==> src/rtl/fetch_queue_if.sv <==
// Handshake bundle between the fetch stage, the fetch queue and decode.
// master = fetch/decode side driving the queue, slave = the queue itself.
interface fetch_queue_if #(
  parameter int DEPTH = 4
);
  localparam int AW = $clog2(DEPTH);

  logic          Flush;
  logic          PushValid;
  logic          PushReady;
  logic [31:0]   PushPC;
  logic [31:0]   PushPCPlus4;
  logic [31:0]   PushInstr;
  logic          PopValid;
  logic          PopReady;
  logic [31:0]   PopPC;
  logic [31:0]   PopPCPlus4;
  logic [31:0]   PopInstr;
  logic [AW:0]   Count;

  modport master (
    output Flush, PushValid, PushPC, PushPCPlus4, PushInstr, PopReady,
    input  PushReady, PopValid, PopPC, PopPCPlus4, PopInstr, Count
  );

  modport slave (
    input  Flush, PushValid, PushPC, PushPCPlus4, PushInstr, PopReady,
    output PushReady, PopValid, PopPC, PopPCPlus4, PopInstr, Count
  );
endinterface

==> src/rtl/fetch_queue.sv <==
// Circular fetch queue of {PC, PCPlus4, Instr} packets with flush on redirect.
// Define FETCH_QUEUE_BYPASS_EN for same-cycle fall-through when the queue is empty.
module fetch_queue #(
  parameter int DEPTH = 4
) (
  input  logic          clk,
  input  logic          rst,
  fetch_queue_if.slave  bus
);
  localparam int          AW  = $clog2(DEPTH);
  localparam logic [31:0] NOP = 32'h0000_0013;

  logic [95:0]   mem_q [DEPTH];
  logic [AW-1:0] wr_ptr_q, wr_ptr_d;
  logic [AW-1:0] rd_ptr_q, rd_ptr_d;
  logic [AW:0]   count_q, count_d;
  logic          full, empty, bypass;
  logic          push_fire, pop_fire, wr_en;
  logic [95:0]   head;

  assign full  = (count_q == (AW+1)'(DEPTH));
  assign empty = (count_q == '0);
  assign head  = mem_q[rd_ptr_q];

`ifdef FETCH_QUEUE_BYPASS_EN
  assign bypass = empty && bus.PushValid && !bus.Flush && !rst;
`else
  assign bypass = 1'b0;
`endif

  always_comb begin
    bus.PushReady  = !full && !rst;
    bus.PopValid   = !empty || bypass;
    bus.Count      = count_q;
    bus.PopPC      = head[95:64];
    bus.PopPCPlus4 = head[63:32];
    bus.PopInstr   = head[31:0];
    if (bypass) begin
      bus.PopPC      = bus.PushPC;
      bus.PopPCPlus4 = bus.PushPCPlus4;
      bus.PopInstr   = bus.PushInstr;
    end else if (empty) begin
      // storage is never reset, so an empty queue must not expose it
      bus.PopPC      = '0;
      bus.PopPCPlus4 = '0;
      bus.PopInstr   = NOP;
    end
  end

  assign push_fire = bus.PushValid && bus.PushReady;
  assign pop_fire  = bus.PopValid && bus.PopReady;

  always_comb begin
    wr_en    = 1'b0;
    wr_ptr_d = wr_ptr_q;
    rd_ptr_d = rd_ptr_q;
    count_d  = count_q;
    if (bus.Flush) begin
      wr_ptr_d = '0;
      rd_ptr_d = '0;
      count_d  = '0;
    end else if (!(bypass && bus.PopReady)) begin
      // a bypassed packet taken by decode this cycle never touches storage
      wr_en = push_fire;
      if (push_fire) wr_ptr_d = wr_ptr_q + 1'b1;
      if (pop_fire)  rd_ptr_d = rd_ptr_q + 1'b1;
      if (push_fire && !pop_fire)      count_d = count_q + 1'b1;
      else if (pop_fire && !push_fire) count_d = count_q - 1'b1;
    end
  end

  always_ff @(posedge clk or posedge rst) begin
    if (rst) begin
      wr_ptr_q <= '0;
      rd_ptr_q <= '0;
      count_q  <= '0;
    end else begin
      wr_ptr_q <= wr_ptr_d;
      rd_ptr_q <= rd_ptr_d;
      count_q  <= count_d;
    end
  end

  always_ff @(posedge clk) begin
    if (wr_en) mem_q[wr_ptr_q] <= {bus.PushPC, bus.PushPCPlus4, bus.PushInstr};
  end
endmodule

==> src/flat_wrapper.sv <==
// flat-port wrapper written by rule: the top's interface ports become plain ports
module fetch_queue_flat 
#(
  parameter int DEPTH = 4
)
  (clk, rst, bus_Flush, bus_PushValid, bus_PushPC, bus_PushPCPlus4, bus_PushInstr, bus_PopReady, bus_PushReady, bus_PopValid, bus_PopPC, bus_PopPCPlus4, bus_PopInstr, bus_Count);
  fetch_queue_if #(.DEPTH(DEPTH)) bus_i ();
  input  logic clk;
  input  logic rst;
  input wire logic [$bits(bus_i.Flush)-1:0] bus_Flush;
  input wire logic [$bits(bus_i.PushValid)-1:0] bus_PushValid;
  input wire logic [$bits(bus_i.PushPC)-1:0] bus_PushPC;
  input wire logic [$bits(bus_i.PushPCPlus4)-1:0] bus_PushPCPlus4;
  input wire logic [$bits(bus_i.PushInstr)-1:0] bus_PushInstr;
  input wire logic [$bits(bus_i.PopReady)-1:0] bus_PopReady;
  output wire logic [$bits(bus_i.PushReady)-1:0] bus_PushReady;
  output wire logic [$bits(bus_i.PopValid)-1:0] bus_PopValid;
  output wire logic [$bits(bus_i.PopPC)-1:0] bus_PopPC;
  output wire logic [$bits(bus_i.PopPCPlus4)-1:0] bus_PopPCPlus4;
  output wire logic [$bits(bus_i.PopInstr)-1:0] bus_PopInstr;
  output wire logic [$bits(bus_i.Count)-1:0] bus_Count;
  assign bus_i.Flush = bus_Flush;
  assign bus_i.PushValid = bus_PushValid;
  assign bus_i.PushPC = bus_PushPC;
  assign bus_i.PushPCPlus4 = bus_PushPCPlus4;
  assign bus_i.PushInstr = bus_PushInstr;
  assign bus_i.PopReady = bus_PopReady;
  assign bus_PushReady = bus_i.PushReady;
  assign bus_PopValid = bus_i.PopValid;
  assign bus_PopPC = bus_i.PopPC;
  assign bus_PopPCPlus4 = bus_i.PopPCPlus4;
  assign bus_PopInstr = bus_i.PopInstr;
  assign bus_Count = bus_i.Count;
  fetch_queue #(.DEPTH(DEPTH)) u_core (.clk(clk), .rst(rst), .bus(bus_i));
endmodule
==> config.mk <==
export PLATFORM = sky130hd
export DESIGN_NAME = fetch_queue_flat
export DESIGN_NICKNAME = d
export VERILOG_FILES = /design/src/rtl/fetch_queue_if.sv /design/src/rtl/fetch_queue.sv /design/src/flat_wrapper.sv
export SDC_FILE = /design/constraint.sdc
export NUM_CORES = 1
export LEC_CHECK = 0
export CAP_MARGIN = 10
export CORE_MARGIN = 5
export CORE_UTILIZATION = 49
export DETAILED_ROUTE_END_ITERATION = 7
export PLACE_DENSITY_LB_ADDON = 0.15
export SYNTH_ARGS = -nofsm -noshare
export SYNTH_HDL_FRONTEND = slang
export SYNTH_SLANG_ARGS = --single-unit
==> constraint.sdc <==
create_clock -name clk -period 3.3 [get_ports clk]
set_input_delay 0.825 -clock clk [delete_from_list [all_inputs] [get_ports clk]]
set_output_delay 0.825 -clock clk [all_outputs]
set_load 0.02 [all_outputs]
==> impl_metrics.toml <==
[layout]
design_area_um2 = 19100
syn2layout_area_growth_pct = 27.4
stdcell_count = 1327
post-route-util = 0.629
nets = 1010
drive_gt1_frac = 0.217
fillCellCount = 2095
diodes = 0

[timing]
rsz0062_at_grt = "false"
max_freq_mhz = 315
slew_viol_final = 0
skew_ps = 13.9
setup_viol = 0
worstMarginPinSlew_ps = 522
fin_crit_ps = 3180
timing.slew.headroom = 0.650
fin_crit_sh = 0.963
hold_viol_final = 0
fin_setup_tns_ps = 0

[worst_setup_path]
crit_chain = "buf_12 -> buf_12 -> mux4_2 -> and2_1 -> dlygate4sd2_1"
cpMaxStageDelayCell = "mux4_2"
critical-path-max-stage-delay_ps = 530
crit_type = "reg -> out"
critPathLaunchType = "flip-flop"
cp.required_ps = 2470
critical_path_buf_inv_count = 3
crit_top_cell = "buf_12"
worst-path-max-fanout = 17
path_delay_family = "buffers and inverters"
cp.arrival_ps = 2350
end_kind = "primary output"

[grt]
grt.total_usage = 0.182
grt.overflow.total = 0
grt_pass1_vias = 8021
antenna_found_initial = 4
grt_pass1_wl_um = 47300
grt_max_degree = 72

[power_and_ir_drop]
p_total_mw = 15.3
cellPowerDensity_nw_per_um2 = 800
power.leakage_nw = 6.47
ir_drop_uv = 598

[yosys]
ys_async_sr_fraction = 0.0179
synth_compound_area_frac = 0.00176
synth_edf_count = 384
ys_types = 28
synth.most_common_cell = "edfxtp_1"
synth_top_area_share = 0.770
synth_mux_area_frac = 0.147
synth-simple-area-share = 0.0492
syn-instance-count = 661
ys_top_cells_by_count = "edfxtp_1, and2_1, mux4_2"
synth_adder_area_share = 0.00468
synth_top_family_by_area = "multiplexers"
yosys-top-cells-area = "edfxtp_1, mux4_2, and2_1, dfrtp_1, clkbuf_1"
yosysWarnings = 0
syn_nets = 767
syn_avg_cell_area_um2 = 22.6
synth_top_area_cell = "edfxtp_1"
synth_ff_type = "edfxtp_1"
synth_area_um2 = 15000
synth-seq-cells = 391
synth_sequential_area_ratio = 0.782
synth_xor_area_frac = 0.00234

[worst_hold_path]
hold_class = "in -> async"

[floorplanning]
fp.coreArea_um2 = 30300
die_h_um = 185
fp-row-count = 64
io_pins = 202
die_w_um = 185
die_area_um2 = 34100
start_util = 0.493

[drt]
via_count = 7235
drc = 0
drtPass1Iterations = 5
drtIter0Drc = 454
vias_per_cell = 5.45
ant_nets = 0
avgRoutedWirePerCell_um = 23.0
routed_wl_um = 30600

[outcome]
status = "finished, final reports clean"

[clock_tree]
cts_sinks = 391
cts_buffers = 40
ctsLongestPathBuffers = 3
cts.htree.levels = 2
clk_pin_slew_ps = 60
cts_tree = "done"
cts_root_buf = "clkbuf_16"
clk_latency_ps = 510

[placed_design]
place.port_buffers = 201
hpwl_um = 18600
place_area_um2 = 17700
gp_congestion = 0.751
dpl.cell_count = 1249

[run]
drv_cap = 0
==> cell usage in the layout (no fill, tap or decap), drive strengths merged <==
master,count
bufbuf,1
nor3b,1
and2,98
nand3,2
dlygate4sd2,96
dfrtp,7
mux2i,1
mux4,96
fa,1
nand2,1
a2111oi,1
mux2,3
inv,6
nor2,11
clkbuf,46
nand2b,1
buf,32
bufinv,7
nor3,2
clkdlybuf4s50,105
clkinv,16
xnor2,1
ha,4
o21bai,1
or2,3
edfxtp,384
xor2,3
nor2b,1
==> layout make-up <==
cell class	instances	area, um2	area share
Sequential cell	391	11700	0.614
Multi-Input combinational cell	231	3080	0.162
Timing Repair Buffer	234	2420	0.127
Clock buffer	46	1040	0.0548
Tap cell	396	495	0.0260
Clock inverter	23	290	0.0152
Inverter	6	22.5	0.00118
==> report_power, final <==
part	total [mW]	switching [mW]	internal, mW
sequential	5.69	0.0776	5.61
clock	4.56	1.75	2.81
combinational	5.02	2.70	2.32
total	15.3	4.52	10.7
==> layer usage <==
metal  GRT usage  up-vias  routed length, um
li1            -     3168                  -
met1       0.246     3779              12600
met2       0.302      229              15300
met3      0.0438       51               2040
met4      0.0476        8                632
met5           0        -                 49
==> path summary, 6_finish.rpt <==
check                               startpoint                  end  slack [ps]  depth (start not counted)
min reg2reg                 u_core.wr_ptr_q[1]   u_core.wr_ptr_q[1]         620                          2
max in group asynchronous                  rst   u_core.rd_ptr_q[0]        2420                          2
min                                        rst  u_core.bus.Count[1]         620                          2
max                         u_core.rd_ptr_q[0]        bus_PopPC[17]         120                          5
min in group clk            u_core.wr_ptr_q[1]   u_core.wr_ptr_q[1]         620                          2
max reg2reg                u_core.bus.Count[1]  u_core.bus.Count[2]         650                          9
==> sequential cells by signal, indices dropped and copies added, names as in the netlist <==
| signal | cells |
|---|---|
| u_core.bus.Count | 3 |
| u_core.wr_ptr_q | 2 |
| u_core.mem_q | 384 |
| u_core.rd_ptr_q | 2 |
==> metrics by stage <==
| stage | worst slack (ps) | hold WS (ps) |
|---|---|---|
| 2_1_floorplan | 337 | 538 |
| 3_3_place_gp | 273 | 584 |
| 3_5_place_dp | 203 | 620 |
| 4_1_cts | 46.2 | 607 |
| 5_1_grt | 36.0 | 641 |
| 6_report | 121 | 617 |
==> timing repair <==
action | CTS | global route
resized for setup | 99 | 1
hold buffers | 0 | 0
gates cloned | 3 | 0
endpoints found under the setup margin | 96 | 9
setup buffers | 7 | 0
==> logic make-up (layout without fill, tap and decap cells) <==
family | Yosys count | count (layout)
adders and majority gates | 5 | 5
DFF | 391 | 391
AOI/OAI and AO/OA | 2 | 2
and+or+nand+nor | 120 | 120
muxes | 100 | 100
xor gates and xnor gates | 4 | 4
buffers and inverters | 39 | 309
Power figures use the tool's default switching activity.
